<file path="src/rtl/uart_rx_frame_filter_if.sv">
// Bus between the UART receive stage and the frame filter.
// The receive-stage side drives the strobes and payload; the filter side drives the filtered result.
interface uart_rx_frame_filter_if #(
  parameter int NBIT = 10
) ();
  logic            t128ms_tick;
  logic            frame_valid;
  logic            frame_error;
  logic [NBIT-1:0] frame_data;
  logic            err_clr;
  logic [NBIT-1:0] data_out;
  logic            data_update;
  logic            link_up;
  logic [7:0]      err_cnt;

  modport master (
    output t128ms_tick, frame_valid, frame_error, frame_data, err_clr,
    input  data_out, data_update, link_up, err_cnt
  );

  modport slave (
    input  t128ms_tick, frame_valid, frame_error, frame_data, err_clr,
    output data_out, data_update, link_up, err_cnt
  );
endinterface

</file>
<file path="src/rtl/uart_rx_frame_filter.sv">
// Debounces received UART frames: the output follows only after MATCH_NUM identical
// frames, and falls back to a default value when no frame arrives for LOSS_TICKS ticks.
module uart_rx_frame_filter #(
  parameter int   NBIT       = 10,
  parameter int   MATCH_NUM  = 3,
  parameter int   LOSS_TICKS = 8,
  parameter logic DEF_OUTPUT = 1'b0
) (
  input  logic                       clk,
  input  logic                       rst_n,
  uart_rx_frame_filter_if.slave      bus
);

  localparam logic [3:0]      MN      = 4'(MATCH_NUM);
  localparam logic [3:0]      LT      = 4'(LOSS_TICKS);
  localparam logic [NBIT-1:0] DEF_VEC = {NBIT{DEF_OUTPUT}};

  typedef enum logic [1:0] {S_DOWN, S_ACQ, S_LOCK} state_t;

  state_t          r_state, w_state_nxt;
  logic [NBIT-1:0] r_cand, w_cand_nxt;
  logic [3:0]      r_mcnt, w_mcnt_nxt;
  logic [3:0]      r_tcnt, w_tcnt_nxt;
  logic [NBIT-1:0] r_data_out, w_data_out_nxt;
  logic            r_data_update, w_data_update_nxt;
  logic [7:0]      r_err_cnt, w_err_cnt_nxt;

  logic w_accept, w_same, w_match, w_expire;

  assign w_accept = bus.frame_valid & ~bus.frame_error;
  assign w_same   = (r_mcnt != 4'd0) && (bus.frame_data == r_cand);

  always_ff @(posedge clk or negedge rst_n) begin
    if (!rst_n) begin
      r_state <= S_DOWN;
    end else begin
      r_state <= w_state_nxt;
    end
  end

  always_comb begin
    w_state_nxt       = r_state;
    w_cand_nxt        = r_cand;
    w_mcnt_nxt        = r_mcnt;
    w_tcnt_nxt        = r_tcnt;
    w_data_out_nxt    = r_data_out;
    w_data_update_nxt = 1'b0;
    w_err_cnt_nxt     = r_err_cnt;

    if (bus.frame_error) begin
      w_mcnt_nxt = 4'd0;
    end else if (w_accept) begin
      if (w_same) begin
        w_mcnt_nxt = (r_mcnt >= MN) ? MN : r_mcnt + 4'd1;
      end else begin
        w_cand_nxt = bus.frame_data;
        w_mcnt_nxt = 4'd1;
      end
    end

    if (w_accept) begin
      w_tcnt_nxt = 4'd0;
    end else if (bus.t128ms_tick && (r_tcnt < LT)) begin
      w_tcnt_nxt = r_tcnt + 4'd1;
    end

    // An accepted frame zeroes the timer, so a match always wins over a coincident expiry.
    w_match  = w_accept && (w_mcnt_nxt == MN);
    w_expire = !w_accept && bus.t128ms_tick && (r_tcnt < LT) &&
               ((r_tcnt + 4'd1) == LT) && (r_state != S_DOWN);

    if (w_match) begin
      w_state_nxt       = S_LOCK;
      w_data_out_nxt    = w_cand_nxt;
      w_data_update_nxt = (w_cand_nxt != r_data_out);
    end else if (w_expire) begin
      w_state_nxt       = S_DOWN;
      w_mcnt_nxt        = 4'd0;
      w_data_out_nxt    = DEF_VEC;
      w_data_update_nxt = (r_data_out != DEF_VEC);
    end else if (w_accept && (r_state == S_DOWN)) begin
      w_state_nxt = S_ACQ;
    end

    if (bus.frame_error) begin
      if (bus.err_clr) begin
        w_err_cnt_nxt = 8'd1;
      end else if (r_err_cnt != 8'hFF) begin
        w_err_cnt_nxt = r_err_cnt + 8'd1;
      end
    end else if (bus.err_clr) begin
      w_err_cnt_nxt = '0;
    end
  end

  always_ff @(posedge clk or negedge rst_n) begin
    if (!rst_n) begin
      r_cand        <= '0;
      r_mcnt        <= '0;
      r_tcnt        <= '0;
      r_data_out    <= DEF_VEC;
      r_data_update <= 1'b0;
      r_err_cnt     <= '0;
    end else begin
      r_cand        <= w_cand_nxt;
      r_mcnt        <= w_mcnt_nxt;
      r_tcnt        <= w_tcnt_nxt;
      r_data_out    <= w_data_out_nxt;
      r_data_update <= w_data_update_nxt;
      r_err_cnt     <= w_err_cnt_nxt;
    end
  end

  assign bus.data_out    = r_data_out;
  assign bus.data_update = r_data_update;
  assign bus.link_up     = (r_state == S_LOCK);
  assign bus.err_cnt     = r_err_cnt;

endmodule

</file>
<file path="src/flat_wrapper.sv">
// flat-port wrapper written by rule: the top's interface ports become plain ports
module uart_rx_frame_filter_flat 
#(
  parameter int   NBIT       = 10,
  parameter int   MATCH_NUM  = 3,
  parameter int   LOSS_TICKS = 8,
  parameter logic DEF_OUTPUT = 1'b0
)
  (clk, rst_n, bus_t128ms_tick, bus_frame_valid, bus_frame_error, bus_frame_data, bus_err_clr, bus_data_out, bus_data_update, bus_link_up, bus_err_cnt);
  uart_rx_frame_filter_if #(.NBIT(NBIT)) bus_i ();
  input  logic clk;
  input  logic rst_n;
  input wire logic [$bits(bus_i.t128ms_tick)-1:0] bus_t128ms_tick;
  input wire logic [$bits(bus_i.frame_valid)-1:0] bus_frame_valid;
  input wire logic [$bits(bus_i.frame_error)-1:0] bus_frame_error;
  input wire logic [$bits(bus_i.frame_data)-1:0] bus_frame_data;
  input wire logic [$bits(bus_i.err_clr)-1:0] bus_err_clr;
  output wire logic [$bits(bus_i.data_out)-1:0] bus_data_out;
  output wire logic [$bits(bus_i.data_update)-1:0] bus_data_update;
  output wire logic [$bits(bus_i.link_up)-1:0] bus_link_up;
  output wire logic [$bits(bus_i.err_cnt)-1:0] bus_err_cnt;
  assign bus_i.t128ms_tick = bus_t128ms_tick;
  assign bus_i.frame_valid = bus_frame_valid;
  assign bus_i.frame_error = bus_frame_error;
  assign bus_i.frame_data = bus_frame_data;
  assign bus_i.err_clr = bus_err_clr;
  assign bus_data_out = bus_i.data_out;
  assign bus_data_update = bus_i.data_update;
  assign bus_link_up = bus_i.link_up;
  assign bus_err_cnt = bus_i.err_cnt;
  uart_rx_frame_filter #(.NBIT(NBIT), .MATCH_NUM(MATCH_NUM), .LOSS_TICKS(LOSS_TICKS), .DEF_OUTPUT(DEF_OUTPUT)) u_core (.clk(clk), .rst_n(rst_n), .bus(bus_i));
endmodule
</file>
<file path="config.mk">
export PLATFORM = sky130hd
export DESIGN_NAME = uart_rx_frame_filter_flat
export DESIGN_NICKNAME = d
export VERILOG_FILES = /design/src/rtl/uart_rx_frame_filter_if.sv /design/src/rtl/uart_rx_frame_filter.sv /design/src/flat_wrapper.sv
export SDC_FILE = /design/constraint.sdc
export NUM_CORES = 1
export LEC_CHECK = 0
export CORE_UTILIZATION = 47
export CTS_CLUSTER_DIAMETER = 200
export DETAILED_ROUTE_END_ITERATION = 6
export PLACE_DENSITY = 0.75
export SLEW_MARGIN = 20
export SYNTH_ARGS = -nofsm -noshare
export SYNTH_HDL_FRONTEND = slang
export SYNTH_SLANG_ARGS = --single-unit
</file>
<file path="constraint.sdc">
create_clock -name clk -period 2.1 [get_ports clk]
set_clock_uncertainty 0.05 [all_clocks]
set_input_delay 0.42 -clock clk [delete_from_list [all_inputs] [get_ports clk]]
set_output_delay 0.42 -clock clk [all_outputs]
set_load 0.05 [all_outputs]
</file>
== Yosys cells after proc, flatten, opt, wreduce, memory -nomap -nowiden ==
Index checks and enable logic that the tools add are counted.
W data, S select, Z words.
Storage, ports and cells
  word-level logic and storage cells: 61
  flip-flop bits (word level): 39
  output and inout port bits: 20
  input port bits: 16
Operators by class
  mux-type cells: 22
  eq/ne operators: 6
  reduce and logical (&&, ||, !) cells: 19
  add/sub/neg operators: 3
  order comparisons: 2
  bitwise logic cells: 2
Operators by type and width (count)
  $mux W10: 5
  $mux W4: 8
  $mux W8: 4
  $eq A10 B10 Y1: 1
  $ne A10 B10 Y1: 1
  $reduce_bool A10 Y1: 1
  $reduce_bool A2 Y1: 5
  $add A4 B1 Y4 const B: 2
  $add A8 B1 Y8 const B: 1
  $logic_and A1 B1 Y1: 8
  $ne A8 B8 Y1 const B: 1
  $mux W2: 3
  $eq A4 B2 Y1 const B: 1
  $eq A4 B4 Y1 const B: 1
  $ge A4 B2 Y1 const B: 1
  $lt A4 B4 Y1 const B: 1
  $reduce_bool A4 Y1: 1
  $reduce_bool A3 Y1: 1
  $eq A2 B2 Y1 const B: 1
  $logic_not A2 Y1: 1
  $mux W1: 2
  $reduce_and A2 Y1: 1
  $and A1 B1 Y1: 1
  $logic_not A1 Y1: 1
  $not A1 Y1: 1

== Logic depth before layout (Yosys ltp) ==
Gate-level depths: netlist of the first run.
  depth in word-level cells: 9
  depth in mapped cells: 8
  gate-level depth less buffers: 8

== Worst setup path before layout of the first run ==
OpenSTA, ideal clock, no wires.
  kind: register to register
  from: reg u_core.r_mcnt[0]
  to: reg u_core.r_data_out[2], in the netlist u_core.bus.data_out[2]
  path slack: -83 ps
  period minus slack after synthesis: 2183 ps
  setup time: 118 ps
  buffers on the path: 1
  data arrival time: 2015 ps
  data required time: 1932 ps
  cell stages (with the launch flop): 9
  cell sequence: dfrtp_1 > inv_1 > ha_1 > nor3b_1 > or3_1 > or3_1 > clkbuf_1 > and3_1 > a21o_1
Between the ends
  longest elaborated chain between the ends: 8
  elaborated cells between the ends (all ways): 15
  classes of those cells: add/sub: 1; order compare: 1; eq/ne: 1; mux: 8; reduce/logical: 4
RTL lines
  start: declaration: RTL line uart_rx_frame_filter.sv:22  | logic [3:0] r_mcnt, w_mcnt_nxt;
  start signal: assignment: RTL line uart_rx_frame_filter.sv:106  | r_mcnt <= w_mcnt_nxt;
  $add A4 B1 Y4 (tied with other cells): RTL line uart_rx_frame_filter.sv:54  | w_mcnt_nxt = (r_mcnt >= MN) ? MN : r_mcnt + 4'd1;
  $mux W4 / $logic_and A1 B1 Y1 (equally long branches): RTL line uart_rx_frame_filter.sv:54, uart_rx_frame_filter.sv:31
  $mux W4: RTL line uart_rx_frame_filter.sv:53  | if (w_same) begin
  $mux W4: RTL line uart_rx_frame_filter.sv:52  | end else if (w_accept) begin
  $mux W4: RTL line uart_rx_frame_filter.sv:50  | if (bus.frame_error) begin
  $eq A4 B2 Y1: RTL line uart_rx_frame_filter.sv:68  | w_match = w_accept && (w_mcnt_nxt == MN);
  $logic_and A1 B1 Y1: RTL line uart_rx_frame_filter.sv:68
  $mux W10 / $reduce_bool A2 Y1 (equally long branches)
  end signal: assignment: RTL line uart_rx_frame_filter.sv:108  | r_data_out <= w_data_out_nxt;
  end: declaration: RTL line uart_rx_frame_filter.sv:24  | logic [NBIT-1:0] r_data_out, w_data_out_nxt;
Several ways; a longest one is shown, not always the timed one.
A chain may end at the register's enable or synchronous reset.

== Final worst setup path of the first run ==
  from: reg u_core.r_mcnt[1]
  to: reg u_core.r_data_out[3], in the netlist u_core.bus.data_out[3]
The elaborated chain is that of the path after synthesis.

==> results of run 1 <==
[stage by stage]
stage	setup TNS (ns)	cell area [um2]	total power, mW
floorplan	0	2090	1.10
global placement	-6.06	2630	1.24
detailed placement	-6.65	2630	1.25
CTS	0	2820	1.91
global route	-1.18	2910	2.02
finish	-0.433	2910	1.92
[per-layer routing]
metal  track usage, %  vias up
li1                 -      809
met4             7.03        0
met2             37.9       37
met5                0        -
met1             28.8      836
met3             5.17        8
[power by group]
group | internal (mW) | switching (mW) | leakage [nW] | total (mW)
combinational | 0.193 | 0.188 | 0.854 | 0.380
clock | 0.384 | 0.266 | 0.0612 | 0.650
sequential | 0.816 | 0.0768 | 0.510 | 0.893
[registers in the layout, summed over array words and instances, names as in the netlist]
signal	flops
u_core.bus.data_out	10
u_core.bus.data_update	1
u_core.bus.err_cnt	8
u_core.r_cand	10
u_core.r_mcnt	4
u_core.r_state	2
u_core.r_tcnt	4
[final timing paths]
kind | slack [ns] | end | cells after the start | startpoint
max in group asynchronous | 1.76 | u_core.bus.data_update | 2 | rst_n
hold reg to reg | 0.45 | u_core.r_state[1] | 2 | u_core.r_state[1]
hold / removal | 0.03 | u_core.bus.err_cnt[7] | 2 | rst_n
setup reg to reg | -0.05 | u_core.bus.data_out[3] | 8 | u_core.r_mcnt[1]
setup / recovery | -0.05 | u_core.bus.data_out[3] | 8 | u_core.r_mcnt[1]
min in group clk | 0.45 | u_core.r_state[1] | 2 | u_core.r_state[1]
[synthesized netlist by cell type, drive strengths merged]
cell type,instances,share of area [%]
a311oi,1,0.72
or3,3,0.91
o211ai,2,0.72
a21o,9,3.3
nand4,3,0.91
nor3,6,1.5
ha,5,3.0
buf,3,1.3
a22oi,1,0.36
nand2,11,2.0
and3,9,2.7
nand3,6,1.5
xor2,24,10
xnor2,8,3.4
inv,4,0.72
clkbuf,3,0.54
nand3b,1,0.36
a41oi,1,0.42
or4b,1,0.66
nor3b,3,1.1
nor4,5,2.1
nor2,17,3.1
nand2b,1,0.30
a31oi,3,1.2
or2,1,0.42
o21ai,4,0.97
o21a,1,0.36
mux2i,2,0.97
a21oi,2,0.48
nor2b,4,1.2
mux2,9,4.9
dfrtp,39,47
a211oi,2,0.72
[critical path, delay by kind of cell (launching register included)]
kind / cells / cell delay [ns]
buffers and inverters: 2 / 0.20
AOI/OAI and AO/OA: 1 / 0.14
adders and majority gates: 1 / 0.16
DFF: 1 / 0.38
and+or+nand+nor: 4 / 1.10
[kinds of logic after synthesis]
group,synth area share [%]
compound gates,9.24
xor+xnor,13.5
fa+ha+maj,3.02
buf+inv,2.54
flops,47.1
mux,5.86
simple gates,18.7
[area by class of cell]
cell class / instances / share of cell area [%]
multi-input cells: 145 / 39.3
flip-flops and latches: 39 / 33.5
clock inverters: 2 / 1.20
well taps: 50 / 2.15
inverters: 4 / 0.516
repair buffers: 66 / 20.5
clock buffers: 6 / 2.84
[repair_timing]
item | 4_1_cts | 5_1_grt
gates resized for setup | 20 | 19
setup buffers | 7 | 2
setup endpoints to repair | 11 | 13
pin swaps | 6 | 3
==> impl_metrics.tcl, run 1 <==
set metrics [dict create \
    finalHoldViolations 0 \
    clock_latency_ns 0.30 \
    vias 1690 \
    num_rows 23 \
    hold_path.class "input port to async pin" \
    clockBufferDepth 2 \
    diodes 0 \
    avgSynthCellArea_um2 10.7 \
    cp_slowest_cell "or3_4" \
    die-area_um2 4680 \
    grt_pass1_vias 1659 \
    critPathKind "register to register" \
    final-instance-count-excl-fill 312 \
    place.port_buffers 35 \
    clkSinkCount 39 \
    max_stage_delay_ns 0.41 \
    synth_area_um2 2070 \
    regArea_um2 976 \
    critPathCaptureType "register" \
    grt_max_degree 40 \
    nets 282 \
    die_x_um 68.4 \
    critPathMostFrequentCell "or3_4" \
    fp.dieH_um 68.4 \
    dp_hpwl_um 3270 \
    cts_max_level 2 \
    fin_ws_ns -0.0542 \
    cellLeakagePower_nw 1.43 \
    antenna_found_initial 0 \
    dpl.cell_count 295 \
    path_cells "inv_1 -> ha_2 -> nor3b_4 -> or3_4 -> or3_4 -> buf_6 -> and3_4 -> a21o_1" \
    wl_per_cell_um 16.3 \
    final_common_cell "dfrtp_1" \
    outcome "finished with violations" \
    wl_um 5070 \
    multi_input_area_um2 1140 \
    peakVddDrop_mv 0.572 \
    critPathArrivalTime_ns 2.29 \
    tritoncts "built" \
    whs_ns 0.0259 \
    numCtsBuffers 5 \
    initial_core_util_pct 50.3 \
    power.density_nw_per_um2 661 \
    worst_pin_slew_ns 0.527 \
    dr.max_layer_used "met4" \
    ys_ff_latch 39 \
    overflow 0 \
    post-route-period-util_pct 103 \
    ys_seq_area_share_pct 47.1 \
    slew_violations 0 \
    wl_met2_um 2540 \
    dr_wl_met3_um 185 \
    max_slew_margin_pct 64.8 \
    violations "negative setup slack" \
    drive_above_1_share_pct 29.0 \
    drt_pass1_iterations 4 \
    ys_warn_count 0 \
    viasPerCell 5.42 \
    ios 36 \
    fin_util_pct 70.8 \
    cp-start-kind "register" \
    ant_nets 0 \
    rsz0062_at_grt "yes" \
    core_um2 4120 \
    drc 0 \
    hold_buffers 0 \
    path_clk_slew_ns 0.08 \
    gp_congestion 0.783 \
    setup_viol 10 \
    min_period_ns 2.15 \
    syn_inst 194 \
    wl_met1_um 2280 \
    clock-root-buffer "clkbuf_8" \
    syn_to_final_growth_pct 40.6 \
    ys_types 36 \
    synth.net_count 215 \
    path_max_fanout 5 \
    grt_pass1_wl_um 7590 \
    drt_iter0_drc 72 \
    fmax_mhz 464 \
    dp_slack_ns -0.421 \
    grt_usage_pct 22.7 \
    fillers 302 \
    cap_violations 0 \
    cp.required_ns 2.23 \
    final_cell_mix "dfrtp_1 (39), buf_4 (30), xor2_1 (23)" \
]
(Power assumes the default switching activity.)
==> run 2, diff against run 1 <==
--- a/config.mk
+++ b/config.mk
@@ -13,3 +13,4 @@
 export SYNTH_ARGS = -nofsm -noshare
 export SYNTH_HDL_FRONTEND = slang
 export SYNTH_SLANG_ARGS = --single-unit
+export TNS_END_PERCENT = 30
==> run 2 against run 1 <==
Against the previous run:
- the run still ends with negative setup slack left
- sequential share of layout area did not move
- global-route usage did not move
- final cell count did not move
- die area did not move
- hold slack improved by 0.0019 ns
- wire length rose by 0.20%
- clock power barely moved
- combinational power barely moved
- critical path type unchanged
- critical endpoint unchanged
- largest cell class unchanged
- largest power group unchanged
==> impl_metrics.tcl, run 2 (synthesized netlist as in run 1, its figures left out) <==
set metrics [dict create \
    critPathKind "register to register" \
    cp-startpoint "u_core.r_mcnt[1]" \
    drc 0 \
    ios 36 \
    finalHoldViolations 0 \
    grt_pass1_wl_um 7590 \
    rsz0062_at_grt "yes" \
    clock-root-buffer "clkbuf_8" \
    core_um2 4120 \
    final_common_cell "dfrtp_1" \
    overflow 0 \
    wl_per_cell_um 16.3 \
    clockBufferDepth 2 \
    fin_ws_ns -0.0553 \
    fillers 302 \
    ff2ff_path_depth 8 \
    die-area_um2 4680 \
    drt_iter0_drc 63 \
    final_cell_mix "dfrtp_1 (39), buf_4 (30), xor2_1 (23)" \
    viasPerCell 5.45 \
    max_slew_margin_pct 65.0 \
    wl_um 5080 \
    grt_max_degree 40 \
    reg2reg_slack_ns -0.06 \
    antenna_found_initial 0 \
    outcome "finished with violations" \
    diodes 0 \
    place.port_buffers 35 \
    cap_violations 0 \
    pwr-share-comb_pct 19.8 \
    grt_usage_pct 22.7 \
    cellInternalPower_mw 1.39 \
    initial_core_util_pct 50.3 \
    fmax_mhz 464 \
    drive_above_1_share_pct 29.0 \
    min_period_ns 2.16 \
    critPathArrivalTime_ns 2.29 \
    dp_slack_ns -0.421 \
    rr_endpoint "u_core.bus.data_out[3]" \
    vias 1701 \
    power.density_nw_per_um2 662 \
    clock_latency_ns 0.30 \
    critPathCaptureType "register" \
    cellLeakagePower_nw 1.43 \
    post-route-period-util_pct 103 \
    switchingPower_uw 534 \
    num_rows 23 \
    peakVddDrop_mv 0.576 \
    slew_violations 0 \
    tritoncts "built" \
    clkSinkCount 39 \
    violations "negative setup slack" \
    die_x_um 68.4 \
    finalPower_mw 1.93 \
    cts_max_level 2 \
    hold_buffers 0 \
    cp.required_ns 2.23 \
    numCtsBuffers 5 \
    grt_pass1_vias 1659 \
    fp.dieH_um 68.4 \
    drt_pass1_iterations 4 \
    r2r_start "u_core.r_mcnt[1]" \
    syn_to_final_growth_pct 40.6 \
    p_seq_share_pct 46.3 \
    gp_congestion 0.783 \
    ant_nets 0 \
    nets 282 \
    clkPwrFrac_pct 33.9 \
    path_max_fanout 5 \
    setup_viol 10 \
    hold_path.class "input port to async pin" \
    switching_share_pct 27.7 \
    cp-start-kind "register" \
    worst_pin_slew_ns 0.523 \
    dp_hpwl_um 3270 \
    path_clk_slew_ns 0.08 \
]
run 2: cell counts in the layout (fill, tap and decap cells not counted):
Identical to the previous run, type by type.
run 2: power by group through the flow:
stage | Combinational [mW] | Sequential (mW) | Clock, mW
detailed placement | 0.345 | 0.902 | 0
CTS | 0.361 | 0.890 | 0.662
global placement | 0.336 | 0.901 | 0
global route | 0.418 | 0.903 | 0.695
finish | 0.382 | 0.893 | 0.653
floorplan | 0.189 | 0.909 | 0
run 2: final cells by class:
| cell class | instances | area (um2) | area share [%] |
|---|---|---|---|
| well taps | 50 | 62.6 | 2.15 |
| flip-flops and latches | 39 | 976 | 33.5 |
| clock inverters | 2 | 35.0 | 1.20 |
| clock buffers | 6 | 82.6 | 2.84 |
| multi-input cells | 145 | 1140 | 39.3 |
| repair buffers | 66 | 597 | 20.5 |
| inverters | 4 | 15.0 | 0.516 |
run 2: critical path, stage by stage (launching register included):
cell	delay, ns
dfrtp_1	0.38
inv_1	0.05
ha_2	0.16
nor3b_4	0.15
or3_4	0.37
or3_4	0.41
buf_6	0.15
and3_4	0.17
a21o_1	0.14
run 2: worst max path at each step:
stage / endpoint / slack, ns / cells past startpoint
finish: u_core.bus.data_out[3] / -0.06 / 8
global route: u_core.bus.data_out[2] / -0.12 / 10
CTS: u_core.bus.data_out[1] / 0.001 / 7
detailed placement: u_core.bus.data_out[1] / -0.42 / 8
global placement: u_core.bus.data_out[5] / -0.39 / 7
floorplan: u_core.bus.data_out[2] / 0.002 / 8
run 2: what timing repair did:
action / CTS / global route
resized for setup: 20 / 19
buffers inserted: 7 / 2
pin swaps: 6 / 3
cloned: 0 / 0
setup endpoints to repair: 11 / 13
run 2: per-stage QoR:
stage | utilization, % | cells | hold slack, ns | setup TNS (ns) | cell area, um2
6_report | 70.8 | 312 | 0.0279 | -0.443 | 2910
5_1_grt | 70.8 | 312 | 0.0497 | -1.18 | 2910
4_1_cts | 68.6 | 310 | 0.0388 | 0 | 2820
3_5_place_dp | 63.8 | 295 | 0.354 | -6.65 | 2630
3_3_place_gp | 63.8 | 295 | 0.355 | -6.06 | 2630
2_1_floorplan | - | 194 | 0.0744 | 0 | 2090
run 2: routing by layer:
layer / track usage (%) / vias up / wire, um
li1: - / 811 / -
met1: 28.8 / 845 / 2260
met2: 37.9 / 38 / 2570
met3: 5.17 / 7 / 191
met4: 7.03 / 0 / 63
met5: 0 / - / 0
==> run 3, diff against run 2 <==
--- a/config.mk
+++ b/config.mk
@@ -5,6 +5,7 @@
 export SDC_FILE = /design/constraint.sdc
 export NUM_CORES = 1
 export LEC_CHECK = 0
+export CORE_MARGIN = 3
 export CORE_UTILIZATION = 47
 export CTS_CLUSTER_DIAMETER = 200
 export DETAILED_ROUTE_END_ITERATION = 6
==> run 3 against run 2 <==
Against the previous run:
- the run still ends with negative setup slack left
- cell area is 3.3% lower
- hold slack better by 0.0019 ns
- combinational power is 3% lower
- global-route usage is 3.1 points lower
- sequential share of layout area is 1.1 points higher
- clock power is 25% lower
- count of clock-buffer cells in the layout is 1 higher
- sequential cell count stayed put
- utilization is 2.3 points lower
- largest cell class unchanged
- largest power group unchanged
==> impl_metrics.tcl, run 3 (synthesized netlist as in run 1, its figures left out) <==
set metrics [dict create \
    ff2ff_path_depth 7 \
    clock-root-buffer "clkbuf_8" \
    cellLeakagePower_nw 1.32 \
    final_cell_mix "dfrtp_1 (39), buf_4 (25), xor2_1 (21), clkdlybuf4s50_1 (21), nor2_1 (17)" \
    clock_latency_ns 0.29 \
    outcome "finished with violations" \
    ios 36 \
    fillers 329 \
    cap_violations 0 \
    min_period_ns 2.11 \
    max_slew_margin_pct 67.0 \
    die_x_um 72.4 \
    cp-start-kind "input port" \
    clkSinkCount 39 \
    grt_max_degree 40 \
    cp.required_ns 2.23 \
    overflow 0 \
    viasPerCell 5.35 \
    path_max_fanout 6 \
    fp.dieH_um 72.4 \
    critPathCaptureType "register" \
    rr_endpoint "u_core.bus.data_out[7]" \
    vias 1632 \
    num_rows 23 \
    violations "negative setup slack" \
    gp_congestion 0.812 \
    ant_nets 0 \
    final_common_cell "dfrtp_1" \
    numCtsBuffers 5 \
    finalHoldViolations 0 \
    fmax_mhz 474 \
    r2r_start "u_core.r_mcnt[0]" \
    diodes 0 \
    nets 275 \
    slew_violations 0 \
    fin_ws_ns -0.00767 \
    reg2reg_slack_ns 0.01 \
    die-area_um2 5240 \
    tritoncts "built" \
    post-route-period-util_pct 100 \
    drt_iter0_drc 38 \
    hold_path.class "input port to async pin" \
    cts_max_level 2 \
    antenna_found_initial 0 \
    rsz0062_at_grt "yes" \
    path_clk_slew_ns 0.08 \
    setup_viol 3 \
    core_um2 4120 \
    worst_pin_slew_ns 0.494 \
    grt_usage_pct 19.6 \
    peakVddDrop_mv 0.488 \
    drt_pass1_iterations 4 \
    grt_pass1_vias 1702 \
    critPathKind "input port to register" \
    clockBufferDepth 2 \
    power.density_nw_per_um2 622 \
    fin_setup_tns_ns -0.0160 \
    critPathArrivalTime_ns 2.23 \
    drc 0 \
    wl_per_cell_um 15.9 \
    place.port_buffers 35 \
    finalPower_mw 1.75 \
    initial_core_util_pct 50.3 \
    syn_to_final_growth_pct 36.0 \
    grt_pass1_wl_um 7980 \
    wl_um 4850 \
    drive_above_1_share_pct 27.1 \
    dp_hpwl_um 3240 \
]
==> run 3: how the worst max path moves through the flow <==
stage	startpoint	endpoint	cells after the start	slack (ns)
floorplan	u_core.r_mcnt[0]	u_core.bus.data_out[2]	8	0.002
global placement	bus_frame_data[5]	u_core.bus.data_out[3]	7	-0.39
detailed placement	bus_frame_data[5]	u_core.bus.data_out[7]	7	-0.45
CTS	bus_frame_valid	u_core.bus.data_update	7	0.004
global route	u_core.r_mcnt[1]	u_core.bus.data_update	9	-0.05
finish	bus_frame_data[7]	u_core.bus.data_out[7]	6	-0.008
==> run 3: power by group <==
group	total, mW	switching [mW]	internal, mW
clock	0.488	0.255	0.233
sequential	0.894	0.0772	0.816
combinational	0.369	0.188	0.181
==> run 3: what timing repair did <==
item,CTS,global route
endpoints found under the setup margin,12,11
pin swaps,8,13
buffers inserted,2,1
cloned,2,0
hold buffers,0,0
gates resized for setup,17,14
==> run 3: layer usage <==
metal | wire (um) | track usage, % | up-vias
li1 | - | - | 799
met4 | 58 | 3.89 | 0
met1 | 2160 | 25.5 | 788
met5 | 0 | 0 | -
met3 | 208 | 4.99 | 6
met2 | 2420 | 33.2 | 39
==> run 3: stage by stage <==
stage          setup WS [ns]  util, %  cells  hold slack, ns  area (um2)
6_report            -0.00767     68.4    305          0.0298        2820
5_1_grt              -0.0529     68.4    305          0.0490        2820
4_1_cts              0.00369     66.6    304          0.0464        2740
3_5_place_dp          -0.454     63.2    292           0.354        2600
3_3_place_gp          -0.391     63.2    292           0.353        2600
2_1_floorplan        0.00160        -    194          0.0744        2090
==> run 3: critical path: stages <==
cell             delay [ns]
clkdlybuf4s50_1        0.44
xor2_1                 0.17
or3_4                  0.41
or3_4                  0.46
and3_4                 0.19
a21o_1                 0.15
==> run 3: area by class of cell <==
class / count / area (um2) / share of cell area, %
Inverter: 4 / 15.0 / 0.533
Sequential cell: 39 / 976 / 34.7
Multi-Input combinational cell: 147 / 1170 / 41.5
Timing Repair Buffer: 57 / 513 / 18.2
Tap cell: 50 / 62.6 / 2.22
Clock buffer: 7 / 76.3 / 2.71
Clock inverter: 1 / 5.00 / 0.178
